**config.mk**
```make
export PLATFORM = sky130hd
export DESIGN_NAME = fifo_uart_tx
export DESIGN_NICKNAME = d
export VERILOG_FILES = /design/src/rtl/fifo_uart_tx.sv
export SDC_FILE = /design/constraint.sdc
export NUM_CORES = 1
export LEC_CHECK = 0
export CORE_MARGIN = 2
export CORE_UTILIZATION = 45
export CTS_BUF_LIST = sky130_fd_sc_hd__clkbuf_8
export DETAILED_ROUTE_END_ITERATION = 10
export PLACE_DENSITY = 0.75
export SLEW_MARGIN = 40
export SYNTH_ARGS = -nofsm -noshare
export SYNTH_HDL_FRONTEND = slang
export SYNTH_SLANG_ARGS = --single-unit
```
**constraint.sdc**
```tcl
create_clock -name clk -period 1.64 [get_ports clk]
set_input_delay 0.164 -clock clk [delete_from_list [all_inputs] [get_ports clk]]
set_output_delay 0.164 -clock clk [all_outputs]
set_load 0.005 [all_outputs]
```
**src/rtl/fifo_uart_tx.sv**
```systemverilog
// fifo_uart_tx: pops bytes from a sync_fifo read port and serialises each
// one as an async UART frame (start, DATA_W bits LSB first, optional parity,
// 1 or 2 stop bits) on txd.
module fifo_uart_tx #(
  parameter int unsigned DATA_W       = 8,
  parameter int unsigned CLKS_PER_BIT = 16,
  parameter int unsigned PARITY       = 0,
  parameter int unsigned STOP_BITS    = 1
) (
  input  logic              clk,
  input  logic              rstn,
  input  logic              enable,
  input  logic              fifo_empty,
  input  logic [DATA_W-1:0] fifo_dout,
  output logic              fifo_rd_en,
  output logic              txd,
  output logic              busy,
  output logic              frame_done
);

  localparam int unsigned BAUD_W = (CLKS_PER_BIT > 1) ? $clog2(CLKS_PER_BIT) : 1;
  localparam int unsigned BIT_W  = (DATA_W > 1) ? $clog2(DATA_W) : 1;

  localparam logic [BAUD_W-1:0] BAUD_LAST = BAUD_W'(CLKS_PER_BIT - 1);
  localparam logic [BIT_W-1:0]  BIT_LAST  = BIT_W'(DATA_W - 1);
  localparam logic [BIT_W-1:0]  STOP_LAST = BIT_W'(STOP_BITS - 1);
  localparam logic              HAS_PAR   = (PARITY != 0);
  localparam logic              ODD_PAR   = (PARITY == 2);

  typedef enum logic [2:0] {
    IDLE  = 3'd0,
    REQ   = 3'd1,
    CAP   = 3'd2,
    START = 3'd3,
    DATA  = 3'd4,
    PAR   = 3'd5,
    STOP  = 3'd6
  } state_t;

  state_t              state, state_d;
  logic [BAUD_W-1:0]   baud_cnt, baud_cnt_d;
  logic [BIT_W-1:0]    bit_cnt, bit_cnt_d;
  logic [DATA_W-1:0]   shreg, shreg_d;
  logic                par_bit, par_bit_d;
  logic                txd_d;
  logic                fifo_rd_en_d;
  logic                busy_d;
  logic                frame_done_d;
  logic                baud_end_c;

  // End of the current bit period.
  assign baud_end_c = (baud_cnt == BAUD_LAST);

  // State register and registered outputs; reset abandons any frame in flight.
  always_ff @(posedge clk or negedge rstn) begin
    if (!rstn) begin
      state      <= IDLE;
      baud_cnt   <= '0;
      bit_cnt    <= '0;
      shreg      <= '0;
      par_bit    <= 1'b0;
      txd        <= 1'b1;
      fifo_rd_en <= 1'b0;
      busy       <= 1'b0;
      frame_done <= 1'b0;
    end else begin
      state      <= state_d;
      baud_cnt   <= baud_cnt_d;
      bit_cnt    <= bit_cnt_d;
      shreg      <= shreg_d;
      par_bit    <= par_bit_d;
      txd        <= txd_d;
      fifo_rd_en <= fifo_rd_en_d;
      busy       <= busy_d;
      frame_done <= frame_done_d;
    end
  end

  // Next-state, datapath and next-output logic.
  always_comb begin
    state_d      = state;
    baud_cnt_d   = baud_cnt;
    bit_cnt_d    = bit_cnt;
    shreg_d      = shreg;
    par_bit_d    = par_bit;
    txd_d        = txd;
    fifo_rd_en_d = 1'b0;
    frame_done_d = 1'b0;

    case (state)
      IDLE: begin
        txd_d = 1'b1;
        if (enable && !fifo_empty) begin
          state_d      = REQ;
          fifo_rd_en_d = 1'b1;
        end
      end

      // FIFO pops on the edge leaving REQ; its data is valid during CAP.
      REQ: begin
        state_d = CAP;
      end

      CAP: begin
        shreg_d   = fifo_dout;
        par_bit_d = (^fifo_dout) ^ ODD_PAR;
        state_d   = START;
        txd_d     = 1'b0;
      end

      START: begin
        if (baud_end_c) begin
          state_d = DATA;
          txd_d   = shreg[0];
        end
      end

      // shreg[0] is always the bit currently on the line.
      DATA: begin
        if (baud_end_c) begin
          if (bit_cnt == BIT_LAST) begin
            if (HAS_PAR) begin
              state_d = PAR;
              txd_d   = par_bit;
            end else begin
              state_d = STOP;
              txd_d   = 1'b1;
            end
          end else begin
            shreg_d   = shreg >> 1;
            txd_d     = shreg_d[0];
            bit_cnt_d = bit_cnt + BIT_W'(1);
          end
        end
      end

      PAR: begin
        if (baud_end_c) begin
          state_d = STOP;
          txd_d   = 1'b1;
        end
      end

      // bit_cnt counts stop bits here.
      STOP: begin
        txd_d = 1'b1;
        if (baud_end_c) begin
          if (bit_cnt == STOP_LAST) begin
            state_d      = IDLE;
            frame_done_d = 1'b1;
          end else begin
            bit_cnt_d = bit_cnt + BIT_W'(1);
          end
        end
      end

      default: begin
        state_d = IDLE;
        txd_d   = 1'b1;
      end
    endcase

    // Both counters restart on every state change.
    if (state_d != state) begin
      baud_cnt_d = '0;
      bit_cnt_d  = '0;
    end else if (state inside {START, DATA, PAR, STOP}) begin
      baud_cnt_d = baud_end_c ? '0 : baud_cnt + BAUD_W'(1);
    end

    busy_d = (state_d != IDLE);
  end

endmodule

```
**Yosys cells after proc, flatten, opt, wreduce, memory -nomap -nowiden**

Cells that the tools add are included.

- Register bits: 22
- Input bits: 12
- Output and inout port bits: 4
- Word-level logic and storage cells: 70

- Add/sub/neg operators: 2
- Eq/ne operators: 17
- Multiplexer cells: 30
- Bitwise operators: 1
- Reduce and logical (&&, ||, !) cells: 12

Operators with widths:

| operator | count |
|---|---|
| 3-bit 2-to-1 mux | 12 |
| 3-bit one-hot mux with 7 select lines | 1 |
| 8-bit 2-to-1 mux | 2 |
| 8-bit one-hot mux with 2 select lines | 1 |
| 3-bit equality test (second input constant) | 4 |
| 4-bit 2-to-1 mux | 3 |
| 3-bit inequality test (second input constant) | 4 |
| 1-bit 2-to-1 mux | 9 |
| 2-bit inequality test (second input constant) | 4 |
| 3-bit by 2-bit equality test with 1-bit output (second input constant) | 2 |
| 3-bit zero test | 2 |
| 3-bit one-hot mux with 2 select lines | 1 |
| 3-bit nonzero test | 2 |
| 1-bit one-hot mux with 5 select lines | 1 |
| 5-bit AND reduction | 1 |
| 4-bit by 1-bit adder with 4-bit output (second input constant) | 1 |
| 4-bit equality test (second input constant) | 1 |
| 4-bit AND reduction | 1 |
| 2-bit nonzero test | 2 |
| 4-bit nonzero test | 1 |
| 3-bit by 1-bit adder with 3-bit output (second input constant) | 1 |
| 3-bit by 1-bit equality test with 1-bit output (second input constant) | 1 |
| 3-bit inequality test | 1 |
| 3-bit AND reduction | 1 |
| other kinds (3) | 3 |

**Longest topological paths before layout**

Gate-level depths: netlist of run 1.

- Depth after elaboration: 7
- Depth in mapped cells: 6
- Gate-level depth less buffers: 6

**Worst setup path after synthesis of run 1**

Ideal clock, no wire load.

- Path type: flip-flop to flip-flop
- Start: reg baud_cnt[0]
- End: reg shreg[0]
- Setup time: 0.128 ns
- Arrival: 1.534 ns
- Data required time: 1.512 ns
- Setup slack: -0.021 ns
- Cell stages (with the launch flop): 7
- Path buffers: 1
- Period minus slack after synthesis: 1.661 ns
- Cell sequence: dfrtp_1 ha_1 and3_1 buf_6 a31oi_2 nor2_4 mux2_1

- Longest elaborated chain between the ends: 3

RTL lines:

| element | line | source |
|---|---|---|
| start, declared | 41 | `logic [BAUD_W-1:0] baud_cnt, baud_cnt_d;` |
| start signal, assigned | 68 | `baud_cnt <= baud_cnt_d;` |
| 4-bit equality test | 52 | `assign baud_end_c = (baud_cnt == BAUD_LAST);` |
| 2-bit inequality test (no line) | - |  |
| 3-bit AND reduction (no line) | - |  |
| end signal, assigned | 70 | `shreg <= shreg_d;` |
| end, declared | 43 | `logic [DATA_W-1:0] shreg, shreg_d;` |

No other way between the ends.
A chain may end at the register's enable or synchronous reset.

**Final worst setup path of run 1**

- Start: reg bit_cnt[1]
- End: reg shreg[5]

- Longest elaborated chain between the ends: 3

RTL lines:

| element | line | source |
|---|---|---|
| start, declared | 42 | `logic [BIT_W-1:0] bit_cnt, bit_cnt_d;` |
| start signal, assigned | 69 | `bit_cnt <= bit_cnt_d;` |
| 3-bit equality test | 121 | `if (bit_cnt == BIT_LAST) begin` |
| 2-bit inequality test (no line) | - |  |
| 3-bit AND reduction (no line) | - |  |

No other way between the ends.

==> results of run 1 <==
[registers in the layout, indices dropped and copies added (netlist names)]
signal,cells
state,3
fifo_rd_en,1
busy,1
bit_cnt,3
shreg,8
txd,1
frame_done,1
baud_cnt,4
[synth_stat cells, types with 2 or more instances]
| cell type | number |
|---|---|
| ha_1 | 4 |
| o21ai_0 | 4 |
| mux2_2 | 10 |
| dfrtp_1 | 21 |
| nor3_1 | 3 |
| buf_6 | 2 |
| nand3b_1 | 2 |
| mux2i_1 | 2 |
| nor2_1 | 8 |
| inv_1 | 3 |
| buf_4 | 2 |
| xnor2_1 | 2 |
| mux2_1 | 4 |
| nand3_1 | 5 |
| a21oi_1 | 3 |
| nand2_1 | 9 |
| buf_2 | 2 |
| nor2b_1 | 3 |
[repair_timing]
action                                 in CTS  in global routing
gates resized for setup                    15                 11
setup endpoints to repair                  12                 13
endpoints found under the hold margin       0                  0
pin swaps                                   1                  8
setup buffers                               2                  2
[cell type report]
type / count / share of cell area [%]
Clock buffer: 4 / 3.08
Inverter: 3 / 0.771
Multi-Input combinational cell: 89 / 45.3
Sequential cell: 22 / 31.0
Tap cell: 31 / 2.17
Timing Repair Buffer: 36 / 17.7
[per-layer routing]
layer  vias to the layer above  global-route usage [%]
met4                         0                    6.98
met3                         7                    4.62
li1                        506                       -
met5                         -                       0
met2                        16                    33.1
met1                       506                    22.9
[final timing paths]
path	from	to	slack, ps	depth (start not counted)
setup / recovery	bit_cnt[1]	shreg[5]	30	7
hold / removal	rstn	baud_cnt[1]	240	2
setup reg to reg	bit_cnt[1]	shreg[5]	30	7
hold reg to reg	shreg[7]	shreg[7]	500	2
max in group asynchronous	rstn	txd	1130	2
min in group clk	shreg[7]	shreg[7]	500	2
[cell usage in the layout (no fill, tap or decap), types with 3 or more instances in the layout]
| cell type | n |
|---|---|
| nand2_1 | 9 |
| nor2_1 | 8 |
| nand3_1 | 4 |
| nor2b_1 | 3 |
| mux2_2 | 7 |
| clkbuf_8 | 4 |
| nor3_1 | 3 |
| o21ai_0 | 4 |
| buf_4 | 19 |
| mux2_4 | 7 |
| dfrtp_1 | 19 |
| clkdlybuf4s50_1 | 15 |
[report_power, final]
group / leakage [nW] / internal (mW) / total [mW] / switching (mW)
registers: 0.252 / 0.553 / 0.559 / 0.00572
logic: 0.515 / 0.0437 / 0.0647 / 0.0209
clock network: 0.0288 / 0.214 / 0.391 / 0.176
total: 0.796 / 0.811 / 1.01 / 0.203
[kinds of logic after synthesis]
kind of cell,share of synthesized area (%)
AOI/OAI and AO/OA,14.1
DFF,41.6
buffers and inverters,4.43
adders and majority gates,3.77
and+or+nand+nor,20.7
muxes,13.4
xor gates and xnor gates,1.98
[metrics by stage]
| stage | area (sq um) | power [mW] | setup TNS, ps |
|---|---|---|---|
| after detailed placement | 1610 | 0.629 | -823 |
| after global placement | 1610 | 0.626 | -273 |
| after global routing | 1790 | 1.06 | -248 |
| final | 1790 | 1.01 | 0 |
| after CTS | 1720 | 1.03 | -10.3 |
| after floorplan | 1340 | 0.583 | 0 |
[worst register-to-register path: stages, from the launching register on]
cell and delay, ps:
dfrtp_1 400, ha_2 210, ha_4 180, inv_4 60, a31oi_4 100, nor2_4 120, buf_6 140, mux2_4 300
==> run_results.csv, run 1 <==
group,metric,value,unit
critical_path,crit_required,1800,ps
critical_path,cp.arrival,1770,ps
cells_and_area,instances_no_fill,185,
clock_network,clock-sinks,22,
sta,rsz0062_at_grt,"yes",
sta,worst_pin_slew,325,ps
synthesis,synthFlopType,"dfrtp_1",
routing,wl_met3,91,um
routing,met2_wirelength,1540,um
routing,drtIter0Drc,19,
power_and_ir_drop,power_density,568,mW/mm^2
routing,wl_per_cell,15.6,um
clock_network,cts_hold_buffers,0,
floorplan,dieArea,0.00340,sq mm
grt,grt-ovfl-total,0,
placement,port-buffer-count,15,
critical_path,path_max_fanout,4,
clock_network,htreeDepth,1,
grt,grt_usage,19.1,%
clock_network,cts-root-buf,"clkbuf_8",
cells_and_area,layout-drive-gt1-share,44.2,%
critical_path,critPathLaunchType,"flop",
synthesis,async_flop_share,100,%
grt,grt_max_degree,23,
cells_and_area,syn_to_final_growth,34.5,%
synthesis,synth_seq_cells,22,
power_and_ir_drop,peakVddDrop,0.679,mV
routing,postRouteAntennaNets,0,
placement,place_congestion,0.797,
critical_path,cpLargestDelayFamily,"flip-flops",
routing,routed_via_density,5.59,
cells_and_area,fillCellCount,222,
synthesis,yosysWarnings,0,
cells_and_area,multiInputGateArea,808,sq um
critical_path,worst_setup_path_end_kind,"flop",
sta,setup_viol,0,
clock_network,worstSkewPairLatency,270,ps
power_and_ir_drop,p_leak,0.796,nW
critical_path,crit_path_top_delay_cell,"dfrtp_1",
critical_path,critical_path_class,"flop to flop",
synthesis,syn_area,0.00133,sq mm
synthesis,yosys-top-cells-area,"dfrtp_1, mux2_2, ha_1",
clock_network,numCtsBuffers,3,
grt,grt_pass1_wl,4880,um
synthesis,yosysSeqAreaShare,41.6,%
floorplan,core_area,0.00278,sq mm
floorplan,start_util,47.7,%
sta,holdWs,236,ps
grt,first_global_vias,1046,
sta,fin_worst_skew,6.08,ps
routing,vias,1035,
clock_network,tritoncts,"done",
critical_path,cp_num_buf_inv,2,
routing,routed_wl,2880,um
floorplan,die_w,58.3,um
synthesis,yosys.area.top_type,"dfrtp_1",
routing,drc,0,
placement,hpwlAfterDp,2100,um
sta,fmax,622,MHz
floorplan,ios,16,
routing,first_pass_iters,4,
routing,met1_length,1200,um
sta,relSlewSlack,78.4,%
synthesis,synthCells,120,
cells_and_area,seq_area,554,sq um
clock_network,path_clk_slew,80,ps
run,maxCapViolCount,0,
sta,finalCritPeriodShare,98.1,%
grt,antenna_found_initial,0,
critical_path,crit_chain,"ha_2 > ha_4 > inv_4 > a31oi_4 > nor2_4 > buf_6 > mux2_4",
synthesis,synth_edf_count,0,
critical_path,critPathMaxStageDelay,400,ps
clock_network,clock_path_buffers,2,
sta,finalMaxSlewViolations,0,
cells_and_area,final_util,64.2,%
floorplan,die_y,58.3,um
cells_and_area,antenna_cells,0,
outcome,status,"complete, no violations",
cells_and_area,final_nets,171,
min_path,hp-class,"primary input to async pin",
sta,fin_crit,1610,ps
synthesis,syn-num-nets,136,
floorplan,row_count,19,
routing,highest_layer,"met4",
synthesis,synth_top_area_share,39.6,%
placement,place_inst,177,
synthesis,ys_types,49,
sta,hold_viol,0,
sta,setup_slack,31.7,ps
synthesis,syn_area_per_cell,11.1,sq um
placement,place_ws,-113,ps
(Power assumes the default switching activity.)
==> run 2, diff against run 1 <==
- RECOVER_POWER: not set -> 100
==> run_results.csv, run 2 (synthesis results as in run 1) <==
group,metric,value,unit
min_path,hp-class,"primary input to async pin",
critical_path,r2r_start,"bit_cnt[1]",
grt,grt_pass1_wl,4880,um
power_and_ir_drop,p_clk_share,38.3,%
routing,drtIter0Drc,19,
critical_path,rrSetupSlack,30,ps
critical_path,cp_num_buf_inv,2,
routing,routed_via_density,5.54,
cells_and_area,largest_register,"shreg",
cells_and_area,final_area,0.00178,sq mm
power_and_ir_drop,power_frac_seq,55.3,%
clock_network,worstSkewPairLatency,270,ps
grt,grt_max_degree,23,
sta,setup_slack,31.9,ps
floorplan,ios,16,
floorplan,core_area,0.00278,sq mm
sta,finalMaxSlewViolations,0,
clock_network,numCtsBuffers,3,
floorplan,dieArea,0.00340,sq mm
power_and_ir_drop,switching_share,19.8,%
critical_path,startpoint,"bit_cnt[1]",
placement,port-buffer-count,15,
cells_and_area,fillCellCount,224,
placement,place_ws,-113,ps
clock_network,tritoncts,"done",
run,maxCapViolCount,0,
cells_and_area,largest_reg_flops,8,
power_and_ir_drop,power_density,568,mW/mm^2
power_and_ir_drop,p_leak,0.800,nW
routing,first_pass_iters,4,
critical_path,critPathLaunchType,"flop",
cells_and_area,instances_no_fill,185,
sta,worst_pin_slew,329,ps
critical_path,crit_chain,"ha_2 > ha_4 > inv_4 > a31oi_4 > nor2_4 > buf_6 > mux2_4",
critical_path,rr_worst_depth,7,
routing,routed_wl,2890,um
critical_path,cp.arrival,1760,ps
clock_network,clock_path_buffers,2,
power_and_ir_drop,intPower,0.810,mW
clock_network,htreeDepth,1,
grt,grt-ovfl-total,0,
placement,place_inst,177,
routing,postRouteAntennaNets,0,
cells_and_area,layout-drive-gt1-share,42.9,%
power_and_ir_drop,combPwrFrac,6.4,%
critical_path,cpLargestDelayFamily,"flip-flops",
critical_path,crit_path_top_delay_cell,"dfrtp_1",
routing,drc,0,
sta,finalCritPeriodShare,98.1,%
routing,vias,1025,
cells_and_area,syn_to_final_growth,33.9,%
placement,place_congestion,0.797,
floorplan,row_count,19,
grt,first_global_vias,1046,
outcome,status,"complete, no violations",
grt,antenna_found_initial,0,
placement,hpwlAfterDp,2100,um
cells_and_area,antenna_cells,0,
sta,relSlewSlack,78.1,%
sta,hold_viol,0,
clock_network,cts-root-buf,"clkbuf_8",
floorplan,die_y,58.3,um
cells_and_area,final_nets,171,
floorplan,start_util,47.7,%
clock_network,clock-sinks,22,
sta,setup_viol,0,
sta,fin_crit,1610,ps
critical_path,crit_required,1800,ps
sta,fin_worst_skew,5.90,ps
sta,rsz0062_at_grt,"yes",
clock_network,path_clk_slew,80,ps
grt,grt_usage,19.1,%
cells_and_area,reg_top3,"shreg (8), baud_cnt (4)",
critical_path,r2r-end,"shreg[5]",
critical_path,path_max_fanout,4,
cells_and_area,mostFrequentLayoutCells,"dfrtp_1, buf_4, clkdlybuf4s50_1, nand2_1, nor2_1",
power_and_ir_drop,p_sw,0.200,mW
critical_path,critPathMaxStageDelay,400,ps
placement,place_area,0.00161,sq mm
critical_path,worst_setup_path_end_kind,"flop",
floorplan,die_w,58.3,um
cells_and_area,final_util,63.9,%
critical_path,critical_path_class,"flop to flop",
routing,wl_per_cell,15.6,um
sta,fmax,622,MHz
power_and_ir_drop,peakVddDrop,0.679,mV
run 2: area by class of cell:
cell class | count | area (sq um) | share of cell area (%)
Timing Repair Buffer | 36 | 315 | 17.7
Tap cell | 31 | 38.8 | 2.18
Clock buffer | 4 | 55.1 | 3.10
Multi-Input combinational cell | 89 | 801 | 45.0
Sequential cell | 22 | 554 | 31.2
Inverter | 3 | 13.8 | 0.774
run 2: worst max path at each step:
stage,cells past startpoint,slack [ps],endpoint
2_1_floorplan,6,30,shreg[0]
3_3_place_gp,6,-50,shreg[2]
3_5_place_dp,6,-110,shreg[5]
4_1_cts,7,-8,shreg[5]
5_1_grt,6,-40,baud_cnt[3]
6_report,7,30,shreg[5]
run 2: layer usage:
layer / routed length [um] / GRT usage, % / up-vias
li1: - / - / 505
met1: 1230 / 22.9 / 493
met2: 1530 / 33.1 / 23
met3: 103 / 4.62 / 4
met4: 22 / 6.98 / 0
met5: 0 / 0 / -
run 2: power by group through the flow:
| stage | combinational, mW | clock (mW) | sequential [mW] |
|---|---|---|---|
| 6_report | 0.0643 | 0.387 | 0.559 |
| 4_1_cts | 0.0662 | 0.402 | 0.558 |
| 3_3_place_gp | 0.0578 | 0 | 0.568 |
| 3_5_place_dp | 0.0602 | 0 | 0.569 |
| 5_1_grt | 0.0714 | 0.427 | 0.560 |
| 2_1_floorplan | 0.0161 | 0 | 0.567 |
run 2: repair_timing:
item	in CTS	in global routing
hold buffers	0	0
resized for setup	15	11
gates cloned	0	0
pin swaps	1	8
endpoints found under the setup margin	12	13
setup buffers	2	2
run 2: metrics by stage:
stage          setup TNS, ps  hold slack [ps]  total power [mW]
3_3_place_gp            -273              465             0.626
3_5_place_dp            -823              478             0.629
4_1_cts                -10.3              241              1.03
6_report                   0              310              1.01
5_1_grt                 -258              323              1.06
2_1_floorplan              0             -132             0.583
